==> src/rtl/bram_clear_sequencer_pkg.sv <==
// rtl/bram_clear_sequencer_pkg.sv - shared types and constants for the BRAM clear sequencer
// Holds the sweep state enum, byte-lane helpers and GPIO bit positions used when wiring instances.
package bram_clear_sequencer_pkg;

  typedef enum logic {
    IDLE  = 1'b0,
    CLEAR = 1'b1
  } clear_state_e;

  localparam int DEFAULT_DATA_WIDTH = 32;
  localparam int BYTE_LANES         = DEFAULT_DATA_WIDTH / 8;

  // GPIO bit positions: requests into the sequencers, busy status back out
  localparam int GPIO_PARAM_RESET_BIT = 'h11;
  localparam int GPIO_GRAD_RESET_BIT  = 'h12;
  localparam int GPIO_PARAM_BUSY_BIT  = 'h14;
  localparam int GPIO_GRAD_BUSY_BIT   = 'h15;

  function automatic int byte_lanes(input int data_width);
    return data_width / 8;
  endfunction

endpackage

==> src/rtl/bram_clear_sequencer_sync_rise_detect.sv <==
// rtl/bram_clear_sequencer_sync_rise_detect.sv - level synchroniser with one-cycle rising-edge strobe
// Reusable for any quasi-static GPIO request; o_start depends only on flops.
module sync_rise_detect #(
  parameter int SYNC_STAGES = 2
) (
  input  logic i_clk,
  input  logic i_rst_n,
  input  logic i_level,
  output logic o_start
);

  logic [SYNC_STAGES-1:0] r_sync;
  logic [SYNC_STAGES-1:0] r_valid;
  logic                   r_prev;
  logic                   r_armed;

  // r_armed: an edge only counts once a genuine low has left the chain,
  // so a level already high at reset release never fires.
  always_ff @(posedge i_clk or negedge i_rst_n) begin
    if (!i_rst_n) begin
      r_sync  <= '0;
      r_valid <= '0;
      r_prev  <= 1'b0;
      r_armed <= 1'b0;
    end else begin
      r_sync  <= {r_sync[SYNC_STAGES-2:0], i_level};
      r_valid <= {r_valid[SYNC_STAGES-2:0], 1'b1};
      r_prev  <= r_sync[SYNC_STAGES-1];
      if (r_valid[SYNC_STAGES-1] && !r_sync[SYNC_STAGES-1]) begin
        r_armed <= 1'b1;
      end
    end
  end

  assign o_start = r_sync[SYNC_STAGES-1] & ~r_prev & r_armed;

endmodule

==> src/rtl/bram_clear_sequencer.sv <==
// rtl/bram_clear_sequencer.sv - sweeps a BRAM port writing a fill word to every address on request
// Optional BRAM_CLEAR_FILL_EN adds a fill_value port sampled at sweep start; otherwise fills with zero.
module bram_clear_sequencer
  import bram_clear_sequencer_pkg::*;
#(
  parameter int ADDR_WIDTH  = 10,
  parameter int DATA_WIDTH  = 32,
  parameter int DEPTH       = 1024,
  parameter int SYNC_STAGES = 2
) (
  input  logic                    ap_clk,
  input  logic                    ap_rst_n,
  input  logic                    clear_req,
`ifdef BRAM_CLEAR_FILL_EN
  input  logic [DATA_WIDTH-1:0]   fill_value,
`endif
  output logic                    busy,
  output logic                    done,
  output logic                    bram_en,
  output logic [DATA_WIDTH/8-1:0] bram_we,
  output logic [ADDR_WIDTH-1:0]   bram_addr,
  output logic [DATA_WIDTH-1:0]   bram_din
);

  localparam int                    LANES     = byte_lanes(DATA_WIDTH);
  localparam logic [ADDR_WIDTH-1:0] LAST_ADDR = ADDR_WIDTH'(DEPTH - 1);

  clear_state_e          r_state, w_state_nxt;
  logic [ADDR_WIDTH-1:0] r_addr, w_addr_nxt;
  logic [DATA_WIDTH-1:0] r_din, w_din_nxt;
  logic                  r_done, w_done_nxt;
  logic                  w_start;
  logic [DATA_WIDTH-1:0] w_fill;

  sync_rise_detect #(
    .SYNC_STAGES (SYNC_STAGES)
  ) u_sync_rise_detect (
    .i_clk   (ap_clk),
    .i_rst_n (ap_rst_n),
    .i_level (clear_req),
    .o_start (w_start)
  );

`ifdef BRAM_CLEAR_FILL_EN
  assign w_fill = fill_value;
`else
  assign w_fill = '0;
`endif

  // Counter returns to 0 on exit so the idle address is 0; terminal compare avoids wrap at full depth.
  always_comb begin
    w_state_nxt = r_state;
    w_addr_nxt  = r_addr;
    w_din_nxt   = r_din;
    w_done_nxt  = 1'b0;
    case (r_state)
      IDLE: begin
        if (w_start) begin
          w_state_nxt = CLEAR;
          w_addr_nxt  = '0;
          w_din_nxt   = w_fill;
        end
      end
      CLEAR: begin
        if (r_addr == LAST_ADDR) begin
          w_state_nxt = IDLE;
          w_addr_nxt  = '0;
          w_din_nxt   = '0;
          w_done_nxt  = 1'b1;
        end else begin
          w_addr_nxt = r_addr + ADDR_WIDTH'(1);
        end
      end
      default: begin
        w_state_nxt = IDLE;
        w_addr_nxt  = '0;
        w_din_nxt   = '0;
      end
    endcase
  end

  always_ff @(posedge ap_clk or negedge ap_rst_n) begin
    if (!ap_rst_n) begin
      r_state <= IDLE;
      r_addr  <= '0;
      r_din   <= '0;
      r_done  <= 1'b0;
    end else begin
      r_state <= w_state_nxt;
      r_addr  <= w_addr_nxt;
      r_din   <= w_din_nxt;
      r_done  <= w_done_nxt;
    end
  end

  assign busy      = (r_state == CLEAR);
  assign done      = r_done;
  assign bram_en   = busy;
  assign bram_we   = {LANES{busy}};
  assign bram_addr = r_addr;
  assign bram_din  = r_din;

endmodule

==> config.mk <==
export PLATFORM = sky130hd
export DESIGN_NAME = bram_clear_sequencer
export DESIGN_NICKNAME = d
export VERILOG_FILES = /design/src/rtl/bram_clear_sequencer_pkg.sv /design/src/rtl/bram_clear_sequencer_sync_rise_detect.sv /design/src/rtl/bram_clear_sequencer.sv
export SDC_FILE = /design/constraint.sdc
export NUM_CORES = 1
export LEC_CHECK = 0
export BUFFER_PORTS_ARGS = -buffer_cell sky130_fd_sc_hd__buf_4
export CORE_ASPECT_RATIO = 0.8
export CORE_UTILIZATION = 49
export CTS_BUF_LIST = sky130_fd_sc_hd__clkbuf_16
export DETAILED_ROUTE_END_ITERATION = 8
export PLACE_DENSITY_LB_ADDON = 0.25
export SYNTH_ARGS = -nofsm -noshare
export SYNTH_HDL_FRONTEND = slang
export SYNTH_HIERARCHICAL = 1
export SYNTH_SLANG_ARGS = --single-unit
==> constraint.sdc <==
create_clock -name ap_clk -period 4.3 [get_ports ap_clk]
set_clock_uncertainty 0.2 [all_clocks]
set_input_delay 0.215 -clock ap_clk [delete_from_list [all_inputs] [get_ports ap_clk]]
set_output_delay 0.215 -clock ap_clk [all_outputs]
set_load 0.01 [all_outputs]
==> impl_metrics.yaml, run 1 <==
clock_network:
  htreeDepth: 1
  path_clk_slew_ns: 0.05
  cts_buffers: 3
  cts_resized: 0
  cts-root-buf: "clkbuf_16"
  cts_tree: "done"
  ctsHoldBuffers: 2
  clock_sinks: 18
  clk-insertion-delay-late_ns: 0.25
  cts_setup_buffers: 0
  clk_path_buf_depth: 2
drt:
  wl_per_cell_um: 11.3
  routed-via-count: 685
  first_iter_violations: 18
  drcViolationCount: 0
  viasPerCell: 4.48
  ant_nets: 0
  wirelength_um: 1740
  dr.pass1.iters: 4
pwr:
  power_density_nw_per_um2: 499
  p_total_uw: 588
  p_leak_nw: 0.572
  ir_drop_mv: 0.423
worst_setup_path:
  crit_required_ns: 4.27
  cp_max_fo: 7
  crit_path_end_kind: "flop"
  slowest_delay_ns: 0.42
  crit_chain: "ha_1, and4_4, a41oi_4, o21ai_2, a31oi_1"
  worstPathArrival_ns: 1.75
  critPathKind: "reg -> reg"
  slowest_stage: "dfrtp_1"
  startpoint_type: "flop"
timing:
  fin_setup_tns_ns: 0
  rsz0062_at_grt: "false"
  worst_hold_slack_ns: 0.145
  fin_crit_ns: 1.78
  worstMarginPinSlew_ns: 0.699
  final-setup-viol-count: 0
  hold_violations: 0
  slew_headroom_pct: 53.2
  fmax_mhz: 562
  min_period_over_period_pct: 41.4
  drv_slew: 0
logic_synthesis:
  synth_top_area_share_pct: 42.0
  synth.most_common_cell: "buf_4"
  synth-edff-count: 0
  synth_common_cells: "37 x buf_4, 18 x dfrtp_1, 12 x nand2_1"
  synth_area_per_cell_sq_um: 9.66
  yosys-top-cells-area: "dfrtp_1 42%, buf_4 26%, nand2_1 4.2%, o21ai_0 3.7%, a41oi_4 2.6%"
  seq_area_frac_synth_pct: 42.0
  ys.flop_type: "dfrtp_1"
  synth-async-reset-ratio_pct: 100
  syn_inst: 111
  ys_warn_count: 6
  synth.distinct_cells: 27
  yosysTopAreaCell: "dfrtp_1"
  syn_area_sq_um: 1070
  synth-seq-cells: 18
finish:
  fill_cells: 167
  final_nets: 134
  diodes: 0
  area_delta_synth_final_pct: 9.92
  drive_above_1_share_pct: 24.0
die:
  fp.dieArea_sq_um: 2380
  start_util_pct: 54.7
  dieWidth_um: 54.3
  core_area_sq_um: 1960
  io-pin-count: 52
  fp.dieH_um: 43.8
  row_count: 14
global_route:
  grt_pass1_vias: 523
  antenna_found_initial: 0
  grt_pass1_wl_um: 2560
  gr-total-overflow: 0
  grt_max_degree: 19
  grt_usage_pct: 15.8
placed_design:
  hpwl_um: 1220
  routabilityCongestion: 0.815
  port_buffers: 19
outcome:
  status: "finished clean"
worst_hold_path:
  holdCritPathClass: "reg -> reg"
flow_run:
  drv_cap: 0
## path summary, 6_finish.rpt
check | slack, ns | endpoint | start | depth (start not counted)
worst max-delay path | 2.52 | bram_addr[9] | bram_addr[0] | 5
worst min-delay path | 0.14 | u_sync_rise_detect/r_valid[1] | u_sync_rise_detect/r_valid[0] | 0
worst max register to register | 2.52 | bram_addr[9] | bram_addr[0] | 5
worst min register to register | 0.14 | u_sync_rise_detect/r_valid[1] | u_sync_rise_detect/r_valid[0] | 0
max in group asynchronous | 3.53 | bram_addr[7] | ap_rst_n | 2
min in group asynchronous | 0.17 | u_sync_rise_detect/r_armed | ap_rst_n | 2
## per-layer routing
| layer | global-route usage [%] | share of wire (%) | wire length, um | vias up |
|---|---|---|---|---|
| met1 | 21.5 | 46 | 790 | 310 |
| met4 | 6.15 | 0.92 | 16 | 0 |
| li1 | - | - | - | 335 |
| met5 | 0 | 0 | 0 | - |
| met2 | 23.2 | 46 | 793 | 37 |
| met3 | 5.26 | 7.8 | 136 | 3 |
## cell type report
class                      count  area, sq um  area share, %
timing repair buffer          21          163           13.8
sequential                    18          450           38.2
multi-input combinational     83          445           37.8
clock inverter                 1         3.75          0.318
inverter                       3         11.3          0.955
tap                           24         30.0           2.55
clock buffer                   3         75.1           6.37
## report_power, final
part           total, mW  switching (mW)  internal, mW
logic              0.153          0.0783        0.0747
clock network      0.185          0.0614         0.124
registers          0.251          0.0482         0.202
total              0.588           0.188         0.401
## cells in the final DEF (no fill, tap or decap)
cell type,n
nor2_1,5
dlygate4sd3_1,2
a41oi_4,1
mux2i_1,1
a31oi_1,2
and3_4,1
inv_1,3
ha_1,1
nand3_2,1
buf_4,19
xor2_1,1
clkbuf_16,3
o21a_1,1
a21oi_1,2
nor3_1,3
a41oi_1,1
a22o_2,1
o21ai_0,8
dfrtp_1,18
and4_4,1
a21oi_2,1
conb_1,33
nand3_1,3
mux2_2,1
a21o_1,1
o21ai_2,1
or3_4,1
clkinv_1,1
nand2_1,12
## cell families after synthesis
| kind of cell | count (synthesis) | share of synthesized area (%) |
|---|---|---|
| buffers and inverters | 41 | 27.3 |
| and+or+nand+nor | 27 | 12.8 |
| AOI/OAI and AO/OA | 19 | 13.2 |
| DFF | 18 | 42.0 |
| other | 2 | 0.700 |
| muxes | 2 | 1.98 |
| adders and majority gates | 1 | 1.17 |
| xor gates and xnor gates | 1 | 0.817 |
## registers in the layout (all words and copies together) (netlist names)
name	flops
u_sync_rise_detect/r_armed	1
done	1
u_sync_rise_detect/r_valid	2
bram_en	1
u_sync_rise_detect/r_prev	1
bram_addr	10
u_sync_rise_detect/r_sync	2
## worst max-delay path: cells and delay by family, from the launching register on
| family | cells | cell delay, ns |
|---|---|---|
| flops | 1 | 0.42 |
| fa+ha+maj | 1 | 0.27 |
| simple gates | 1 | 0.22 |
| compound gates | 3 | 0.58 |
## per-stage QoR
stage               worst slack, ns  cell area, sq um  std cells  utilization (%)
global placement               2.60              1080        147             55.0
finish                         2.52              1180        153             60.1
detailed placement             2.55              1080        147             55.0
global route                   2.41              1180        153             60.1
floorplan                      2.62              1190        142                -
CTS                            2.53              1180        153             60.1
Power figures use the tool's default switching activity.
==> run 2: changes to the inputs <==
--- a/config.mk
+++ b/config.mk
@@ -5,9 +5,10 @@
 export SDC_FILE = /design/constraint.sdc
 export NUM_CORES = 1
 export LEC_CHECK = 0
+export ABC_AREA = 1
 export BUFFER_PORTS_ARGS = -buffer_cell sky130_fd_sc_hd__buf_4
 export CORE_ASPECT_RATIO = 0.8
-export CORE_UTILIZATION = 49
+export CORE_UTILIZATION = 46
 export CTS_BUF_LIST = sky130_fd_sc_hd__clkbuf_16
 export DETAILED_ROUTE_END_ITERATION = 8
 export PLACE_DENSITY_LB_ADDON = 0.25
==> constraint.sdc (replaced) <==
create_clock -name ap_clk -period 1.85 [get_ports ap_clk]
set_clock_uncertainty 0.2 [all_clocks]
set_input_delay 0.0925 -clock ap_clk [delete_from_list [all_inputs] [get_ports ap_clk]]
set_output_delay 0.0925 -clock ap_clk [all_outputs]
set_load 0.01 [all_outputs]
==> run 2 against run 1 <==
  * The flow now finishes with violations (DRC)
  * Cell count up 20%
  * Via count up 11%
  * Non-clock buffer count up 1
  * Critical path depth up 3
  * Total power rose to 2.6 times the previous value
  * Sequential share of layout area down 2.5 points
  * Sequential cell count unchanged
  * Combinational power rose to 3.4 times the previous value
  * Synthesized area up 6.7%
  * Register-to-register slack worse by 2.3 ns
  * Largest power group unchanged
==> impl_metrics.yaml, run 2 <==
global_route:
  grt_usage_pct: 15.1
  grt_pass1_vias: 623
  gr-total-overflow: 0
  antenna_found_initial: 0
  grt_pass1_wl_um: 2850
  grt_max_degree: 19
timing:
  fin_setup_tns_ns: 0
  final-setup-viol-count: 0
  fin_crit_ns: 1.59
  hold_violations: 0
  fmax_mhz: 630
  rsz0062_at_grt: "false"
  min_period_over_period_pct: 85.8
  drv_slew: 0
  fin_ws_ns: 0.262
clock_network:
  cts_setup_buffers: 0
  clk_path_buf_depth: 2
  clk-insertion-delay-late_ns: 0.25
  ctsHoldBuffers: 2
  cts_buffers: 3
  clock_sinks: 18
  cts-root-buf: "clkbuf_16"
  cts_tree: "done"
  htreeDepth: 1
  cts_resized: 0
  path_clk_slew_ns: 0.05
logic_synthesis:
  synth_area_per_cell_sq_um: 8.29
  synth_top_family_by_area: "buffers and inverters"
  ys.flop_type: "dfrtp_1"
  syn_area_sq_um: 1140
  yosys.area_share.simple_pct: 23.9
  synth-edff-count: 0
  seq_area_frac_synth_pct: 39.4
  synth_fa_ha_area_share_pct: 1.09
  synth.distinct_cells: 23
  synthMuxAreaShare_pct: 0
  yosysTopAreaCell: "dfrtp_1"
  synth.most_common_cell: "buf_4"
  synth_top_area_share_pct: 39.4
  synth_common_cells: "37 x buf_4, 31 x nand2_1, 18 x dfrtp_1"
  syn_inst: 138
  synth-seq-cells: 18
  synth-compound-area-share_pct: 4.27
  synth-async-reset-ratio_pct: 100
  synth_xor_area_share_pct: 1.53
  ys_warn_count: 6
  yosys-top-cells-area: "dfrtp_1 39%, buf_4 24%, nand2_1 10%, inv_1 4.6%, nor2_2 2.7%"
worst_setup_path:
  reg2reg_to: "bram_addr[1]"
  startpoint_type: "flop"
  cp_max_fo: 9
  crit_path_end_kind: "flop"
  crit_required_ns: 1.79
  rrSetupSlack_ns: 0.26
  rr_startpoint: "bram_addr[0]"
  worstPathArrival_ns: 1.53
  critPathKind: "reg -> reg"
  r2r_cells: 8
die:
  fp.dieH_um: 46.6
  core_area_sq_um: 2250
  fp.dieArea_sq_um: 2690
  io-pin-count: 52
  dieWidth_um: 57.7
  start_util_pct: 50.8
  row_count: 15
drt:
  viasPerCell: 4.15
  wl_per_cell_um: 10.1
  drcViolationCount: 5
  routed-via-count: 760
  ant_nets: 0
  dr.pass1.iters: 8
  wirelength_um: 1850
  first_iter_violations: 20
pwr:
  p_leak_nw: 0.678
  ir_drop_mv: 0.743
  p_total_mw: 1.56
  power_density_nw_per_um2: 1230
worst_hold_path:
  holdCritPathClass: "in -> async"
finish:
  fill_cells: 205
  drive_above_1_share_pct: 22.2
  area_delta_synth_final_pct: 10.4
  final_nets: 163
  largest_reg_flops: 10
  final_cell_mix: "33 x conb_1, 31 x nand2_1, 20 x buf_4"
  layout_commonest_cell: "conb_1"
  diodes: 0
  final_cell_count_no_fill: 183
placed_design:
  routabilityCongestion: 0.850
  place_ws_ns: 0.268
  port_buffers: 19
  dp_cells: 177
  hpwl_um: 1390
flow_run:
  drv_cap: 0
outcome:
  status: "complete, but fails checks"
  violations: "DRC"
-- run 2: cells by family after synthesis --
group,after synthesis
fa+ha+maj,1
compound gates,9
flops,18
other cells,2
buf+inv,52
xor+xnor,2
simple gates,54
-- run 2: metal layers --
metal  wire [um]  vias to the layer above  GRT usage (%)
met3         118                        2           5.90
li1            -                      394              -
met5           0                        -              0
met2         825                       32           23.5
met1         891                      332           19.7
met4          11                        0           4.29
-- run 2: worst max path at each step --
stage                               to    startpoint  depth (start not counted)  slack, ns
after global routing      bram_addr[1]  bram_addr[0]                          8       0.15
after CTS                 bram_addr[1]  bram_addr[0]                          8       0.25
after detailed placement  bram_addr[1]  bram_addr[0]                          8       0.27
after global placement    bram_addr[1]  bram_addr[0]                          8       0.32
final                     bram_addr[1]  bram_addr[0]                          8       0.26
after floorplan           bram_addr[1]  bram_addr[0]                          8       0.32
-- run 2: worst max-delay path, stage by stage, from the launching register on --
cell and delay [ns]:
dfrtp_1 0.47, ha_1 0.22, nand2_2 0.08, nor2_4 0.16, nand3_4 0.11, nand2_4 0.10, inv_2 0.05, nand2_1 0.05
nand2_1 0.05
-- run 2: final cells by class --
type / count / area, sq um / area share (%)
multi-input cells: 99 / 475 / 37.7
flip-flops and latches: 18 / 450 / 35.7
repair buffers: 22 / 170 / 13.5
clock buffers: 3 / 75.1 / 5.95
inverters: 15 / 56.3 / 4.46
well taps: 25 / 31.3 / 2.48
clock inverters: 1 / 3.75 / 0.297
-- run 2: per-stage QoR --
| stage | instance area, sq um | utilization, % | hold WS (ns) |
|---|---|---|---|
| 5_1_grt | 1260 | 56.1 | 0.0926 |
| 3_3_place_gp | 1160 | 51.7 | -0.230 |
| 6_report | 1260 | 56.1 | 0.0648 |
| 2_1_floorplan | 1260 | - | -0.403 |
| 3_5_place_dp | 1160 | 51.7 | -0.224 |
| 4_1_cts | 1260 | 56.1 | 0.0528 |
-- run 2: power breakdown --
group | switching (mW) | leakage (nW) | internal [mW]
logic | 0.297 | 0.424 | 0.219
registers | 0.131 | 0.215 | 0.485
clock network | 0.140 | 0.0385 | 0.287
